<file path="src/rtl/time_uart_reporter_pkg.sv">
// Shared constants, types and helpers for the time-of-day UART frame reporter.
// Holds ASCII codes, frame lengths, FSM encoding and the snapshot record.
package time_uart_reporter_pkg;

    localparam logic [7:0] ASCII_ZERO  = 8'h30;
    localparam logic [7:0] ASCII_COLON = 8'h3A;
    localparam logic [7:0] ASCII_DOT   = 8'h2E;
    localparam logic [7:0] ASCII_CR    = 8'h0D;
    localparam logic [7:0] ASCII_LF    = 8'h0A;

    localparam int unsigned FRAME_LEN_CRLF   = 13;
    localparam int unsigned FRAME_LEN_NOCRLF = 11;

    typedef enum logic {
        ST_IDLE = 1'b0,
        ST_SEND = 1'b1
    } state_e;

    typedef struct packed {
        logic [6:0] msec;
        logic [5:0] sec;
        logic [5:0] min;
        logic [4:0] hour;
    } time_snap_t;

    function automatic logic [7:0] ascii_digit(input logic [3:0] digit);
        return ASCII_ZERO + {4'h0, digit};
    endfunction

endpackage

</file>
<file path="src/rtl/time_uart_reporter_bin2bcd.sv">
// 7-bit binary to two BCD digits, saturating every value above 99 to "99".
// Purely combinational; one instance per time field.
module bin2bcd_sat99 (
    input  logic [6:0] bin_i,
    output logic [3:0] tens_o,
    output logic [3:0] ones_o
);

    always_comb begin
        // NOTE: both outputs are assigned on every path so no latch is inferred.
        if (bin_i > 7'd99) begin
            tens_o = 4'd9;
            ones_o = 4'd9;
        end else begin
            tens_o = 4'(bin_i / 7'd10);
            ones_o = 4'(bin_i % 7'd10);
        end
    end

endmodule

</file>
<file path="src/rtl/time_uart_reporter.sv">
// Snapshots HH:MM:SS.CC on request and pushes it as ASCII into a TX FIFO,
// one byte per non-full cycle, optionally terminated with CR LF.
module time_uart_reporter
    import time_uart_reporter_pkg::*;
#(
    parameter bit SEND_CRLF = 1'b1
) (
    input  logic       clk,
    input  logic       rst,
    input  logic [6:0] i_msec,
    input  logic [5:0] i_sec,
    input  logic [5:0] i_min,
    input  logic [4:0] i_hour,
    input  logic       i_req,
    input  logic       i_fifo_full,
    output logic       o_push,
    output logic [7:0] o_data,
    output logic       o_busy
);

    localparam logic [3:0] LAST_IDX =
        4'(SEND_CRLF ? FRAME_LEN_CRLF - 1 : FRAME_LEN_NOCRLF - 1);

    state_e     state_q, state_d;
    logic [3:0] idx_q, idx_d;
    time_snap_t snap_q, snap_d;

    logic       push;
    logic [7:0] byte_sel;
    logic [3:0] hour_t, hour_o, min_t, min_o, sec_t, sec_o, cs_t, cs_o;

    bin2bcd_sat99 u_bcd_hour (.bin_i({2'b00, snap_q.hour}), .tens_o(hour_t), .ones_o(hour_o));
    bin2bcd_sat99 u_bcd_min  (.bin_i({1'b0,  snap_q.min}),  .tens_o(min_t),  .ones_o(min_o));
    bin2bcd_sat99 u_bcd_sec  (.bin_i({1'b0,  snap_q.sec}),  .tens_o(sec_t),  .ones_o(sec_o));
    bin2bcd_sat99 u_bcd_cs   (.bin_i(snap_q.msec),          .tens_o(cs_t),   .ones_o(cs_o));

    // NOTE: sequential state uses non-blocking assignments so every register
    // samples the pre-edge value of its neighbours.
    always_ff @(posedge clk or negedge rst) begin
        if (!rst) begin
            state_q <= ST_IDLE;
            idx_q   <= '0;
            snap_q  <= '0;
        end else begin
            state_q <= state_d;
            idx_q   <= idx_d;
            snap_q  <= snap_d;
        end
    end

    always_comb begin
        state_d = state_q;
        idx_d   = idx_q;
        snap_d  = snap_q;
        case (state_q)
            ST_IDLE: begin
                if (i_req) begin
                    snap_d  = '{msec: i_msec, sec: i_sec, min: i_min, hour: i_hour};
                    idx_d   = '0;
                    state_d = ST_SEND;
                end
            end
            ST_SEND: begin
                // Requests arriving here, even on the final push, are dropped.
                if (push) begin
                    if (idx_q == LAST_IDX) state_d = ST_IDLE;
                    else                   idx_d   = idx_q + 4'd1;
                end
            end
            default: state_d = ST_IDLE;
        endcase
    end

    always_comb begin
        case (idx_q)
            4'd0:    byte_sel = ascii_digit(hour_t);
            4'd1:    byte_sel = ascii_digit(hour_o);
            4'd2:    byte_sel = ASCII_COLON;
            4'd3:    byte_sel = ascii_digit(min_t);
            4'd4:    byte_sel = ascii_digit(min_o);
            4'd5:    byte_sel = ASCII_COLON;
            4'd6:    byte_sel = ascii_digit(sec_t);
            4'd7:    byte_sel = ascii_digit(sec_o);
            4'd8:    byte_sel = ASCII_DOT;
            4'd9:    byte_sel = ascii_digit(cs_t);
            4'd10:   byte_sel = ascii_digit(cs_o);
            4'd11:   byte_sel = ASCII_CR;
            4'd12:   byte_sel = ASCII_LF;
            default: byte_sel = 8'h00;
        endcase
    end

    always_comb begin
        push   = (state_q == ST_SEND) && !i_fifo_full;
        o_push = push;
        o_busy = (state_q == ST_SEND);
        o_data = push ? byte_sel : 8'h00;
    end

endmodule
</file>
<file path="config.mk">
export PLATFORM = sky130hd
export DESIGN_NAME = time_uart_reporter
export DESIGN_NICKNAME = d
export VERILOG_FILES = /design/src/rtl/time_uart_reporter_pkg.sv /design/src/rtl/time_uart_reporter_bin2bcd.sv /design/src/rtl/time_uart_reporter.sv
export SDC_FILE = /design/constraint.sdc
export NUM_CORES = 1
export LEC_CHECK = 0
export ABC_AREA = 1
export BUFFER_PORTS_ARGS = -buffer_cell sky130_fd_sc_hd__buf_4
export CAP_MARGIN = 25
export CORE_ASPECT_RATIO = 1.5
export CORE_UTILIZATION = 50
export CTS_BUF_LIST = sky130_fd_sc_hd__clkbuf_2 sky130_fd_sc_hd__clkbuf_4 sky130_fd_sc_hd__clkbuf_8
export CTS_CLUSTER_DIAMETER = 60
export DETAILED_ROUTE_END_ITERATION = 6
export MAX_ROUTING_LAYER = met4
export PLACE_DENSITY = 0.7
export SETUP_SLACK_MARGIN = 0.15
export SYNTH_ARGS = -nofsm -noshare
export SYNTH_HDL_FRONTEND = slang
export SYNTH_HIERARCHICAL = 1
export SYNTH_SLANG_ARGS = --single-unit
</file>
<file path="constraint.sdc">
create_clock -name clk -period 6.3 [get_ports clk]
set_input_delay 0.315 -clock clk [delete_from_list [all_inputs] [get_ports clk]]
set_output_delay 0.315 -clock clk [all_outputs]
set_load 0.01 [all_outputs]
</file>
==> flow_summary.yaml <==
cts:
  root_buffer: "clkbuf_8"
  clock-sinks: 29
  worstSkewPairLatency_ps: 280
  cts_tree: "built"
  numCtsBuffers: 5
  clk_path_buf_depth: 2
  clk_pin_slew_ps: 60
  h-tree-depth: 2
grt:
  grt_max_degree: 30
  grt_pass1_vias: 3254
  grt_overflow: 0
  grt_pass1_wl_microns: 13400
  antenna_found_initial: 0
  grt.total_usage: 0.233
route:
  antenna_left: 0
  num_vias: 3476
  via_per_inst: 5.10
  drc: 0
  post_drt_wl_per_cell_microns: 11.3
  dr.pass1.iters: 4
  finalWirelength_microns: 7690
  drt_iter0_markers: 111
job:
  maxCapViolCount: 0
setup_path:
  worst-setup-path-type: "reg -> out"
  crit_start: "snap_q[23]"
  worstPathArrival_ps: 3060
  endpoint_kind: "primary output"
  start_kind: "flip-flop"
  r2r_cells: 9
  critPathMaxFanout: 5
  critical_path_required_ps: 5980
  r2r-start: "idx_q[0]"
yosys:
  ys_warn_count: 6
  syn_area_sq_mm: 0.00338
  synth-seq-area-share: 0.215
  syn_avg_cell_area_sq_um: 6.08
  ys_ff_latch: 29
  synth_cells: 556
  synth_cell_types: 32
power_and_ir_drop:
  p_leak_nw: 2.23
  vdd_drop_max_mv: 0.251
  powerDensity_mw_per_mm2: 643
  finalPower_mw: 2.46
floorplan:
  dieWidth_microns: 69.1
  start_util: 0.517
  boundaryPins: 38
  core_sq_mm: 0.00653
  dieArea_sq_mm: 0.00710
  fp.dieH_microns: 103
  core.rowCount: 36
place:
  io_buffers: 35
  post-place-ws_ps: 3230
  place_congestion: 0.897
  dp_hpwl_microns: 6070
sta:
  max_freq_ghz: 0.297
  slew_violations: 0
  fin_worst_skew_ps: 4.71
  setup_viol: 0
  timing.slew.headroom: 0.580
  period_needed_ps: 3370
  grt_setup_unrepaired: "false"
  fin_ws_ps: 2930
  totalNegativeSetupSlack_ps: 0
  worst_pin_slew_ps: 629
  fin_crit_sh: 0.535
  finalHoldViolCount: 0
outcome:
  status: "finished, final reports clean"
worst_hold_path:
  min_path_cells: 3
  hold_path.class: "in -> reg"
  hp-start: "i_hour[3]"
layout:
  layout_commonest_cell: "nand2_1"
  n_fill_cell: 666
  fin_util: 0.585
  area_growth_pct: 13.2
  multi_input_area_sq_mm: 0.00233
  ff_latch_area_sq_um: 726
  num-nets-final: 640
  antenna_cells: 0
  final_cell_mix: "nand2_1, inv_1, nand3_1"
  drive_gt1_frac: 0.251
==> final timing paths <==
| check | endpoint | slack (ps) |
|---|---|---|
| setup / recovery | o_data[2] | 2930 |
| hold / removal | snap_q[3] | 220 |
| setup reg to reg | idx_q[0] | 4600 |
| hold reg to reg | snap_q[6] | 490 |
| max in group asynchronous | snap_q[1] | 5520 |
| min in group asynchronous | snap_q[13] | 500 |
==> cell usage after synthesis, drive strengths merged <==
cell	number	area share
conb	1	0.0011
o21ai	13	0.023
a21boi	1	0.0022
buf	9	0.018
clkbuf	3	0.0033
a21oi	22	0.033
or2	4	0.0074
nand3	64	0.13
ha	8	0.030
nand2	236	0.31
nand4	25	0.052
nor3	2	0.0044
nor2	56	0.081
clkinv	3	0.0044
inv	79	0.089
dfrtp	29	0.21
nand3b	1	0.0022
==> metal layers <==
layer	track usage	wire length [microns]	vias to the layer above
met5	-	0	-
met4	0.0502	82	0
met3	0.0352	294	10
met2	0.446	4030	65
met1	0.254	3280	1566
li1	-	-	1835
==> cell families after synthesis <==
group | count (synthesis) | share of synthesized area
simple gates | 388 | 0.583
fa+ha+maj | 8 | 0.0296
flops | 29 | 0.215
buf+inv | 94 | 0.114
compound gates | 36 | 0.0574
other cells | 1 | 0.00111
==> sequential cells by signal, summed over array words and instances (netlist names) <==
name,count
snap_q,24
idx_q,4
o_busy,1
==> cell type report <==
| class | count | area share |
|---|---|---|
| clock buffer | 6 | 0.0200 |
| clock inverter | 2 | 0.00262 |
| inverter | 82 | 0.0821 |
| multi-input combinational | 450 | 0.609 |
| sequential | 29 | 0.190 |
| tap | 76 | 0.0249 |
| timing repair buffer | 36 | 0.0713 |
==> critical path, stage by stage, from the launching register on <==
cell and delay [ps]:
dfrtp_1 430, nand2_1 100, nor2_1 50, nor2_2 170
nand2_4 110, nand2_4 90, nand2_2 60, nand2_2 80
clkinv_2 60, nand2_2 90, nand2_1 80, nand2_1 100
nand2_1 70, inv_2 60, ha_1 150, inv_1 70
nand3_4 100, nand2_4 50, nor2_4 120, nor2_1 50
nor2_1 120, nand4_1 100, nand3_1 120, nor2_1 70
a21oi_1 150, buf_4 150
==> stage by stage <==
stage / hold WS (ps) / area (sq um) / cells
after global placement: 270 / 3730 / 672
after detailed placement: 271 / 3730 / 672
final: 220 / 3820 / 681
after floorplan: 19.4 / 3440 / 573
after CTS: 212 / 3820 / 681
after global routing: 223 / 3820 / 681
==> power breakdown <==
group / total (mW) / internal, mW / switching [mW]
clock network: 0.154 / 0.0807 / 0.0729
logic: 1.92 / 0.703 / 1.21
registers: 0.389 / 0.271 / 0.117
total: 2.46 / 1.06 / 1.40
==> what timing repair did <==
| action | 4_1_cts | 5_1_grt |
|---|---|---|
| hold buffers | 1 | 0 |
| resized for setup | 0 | 0 |
| hold endpoints to repair | 29 | 0 |
| buffers inserted | 0 | 0 |
No activity file was read; power rests on OpenSTA's default activity.
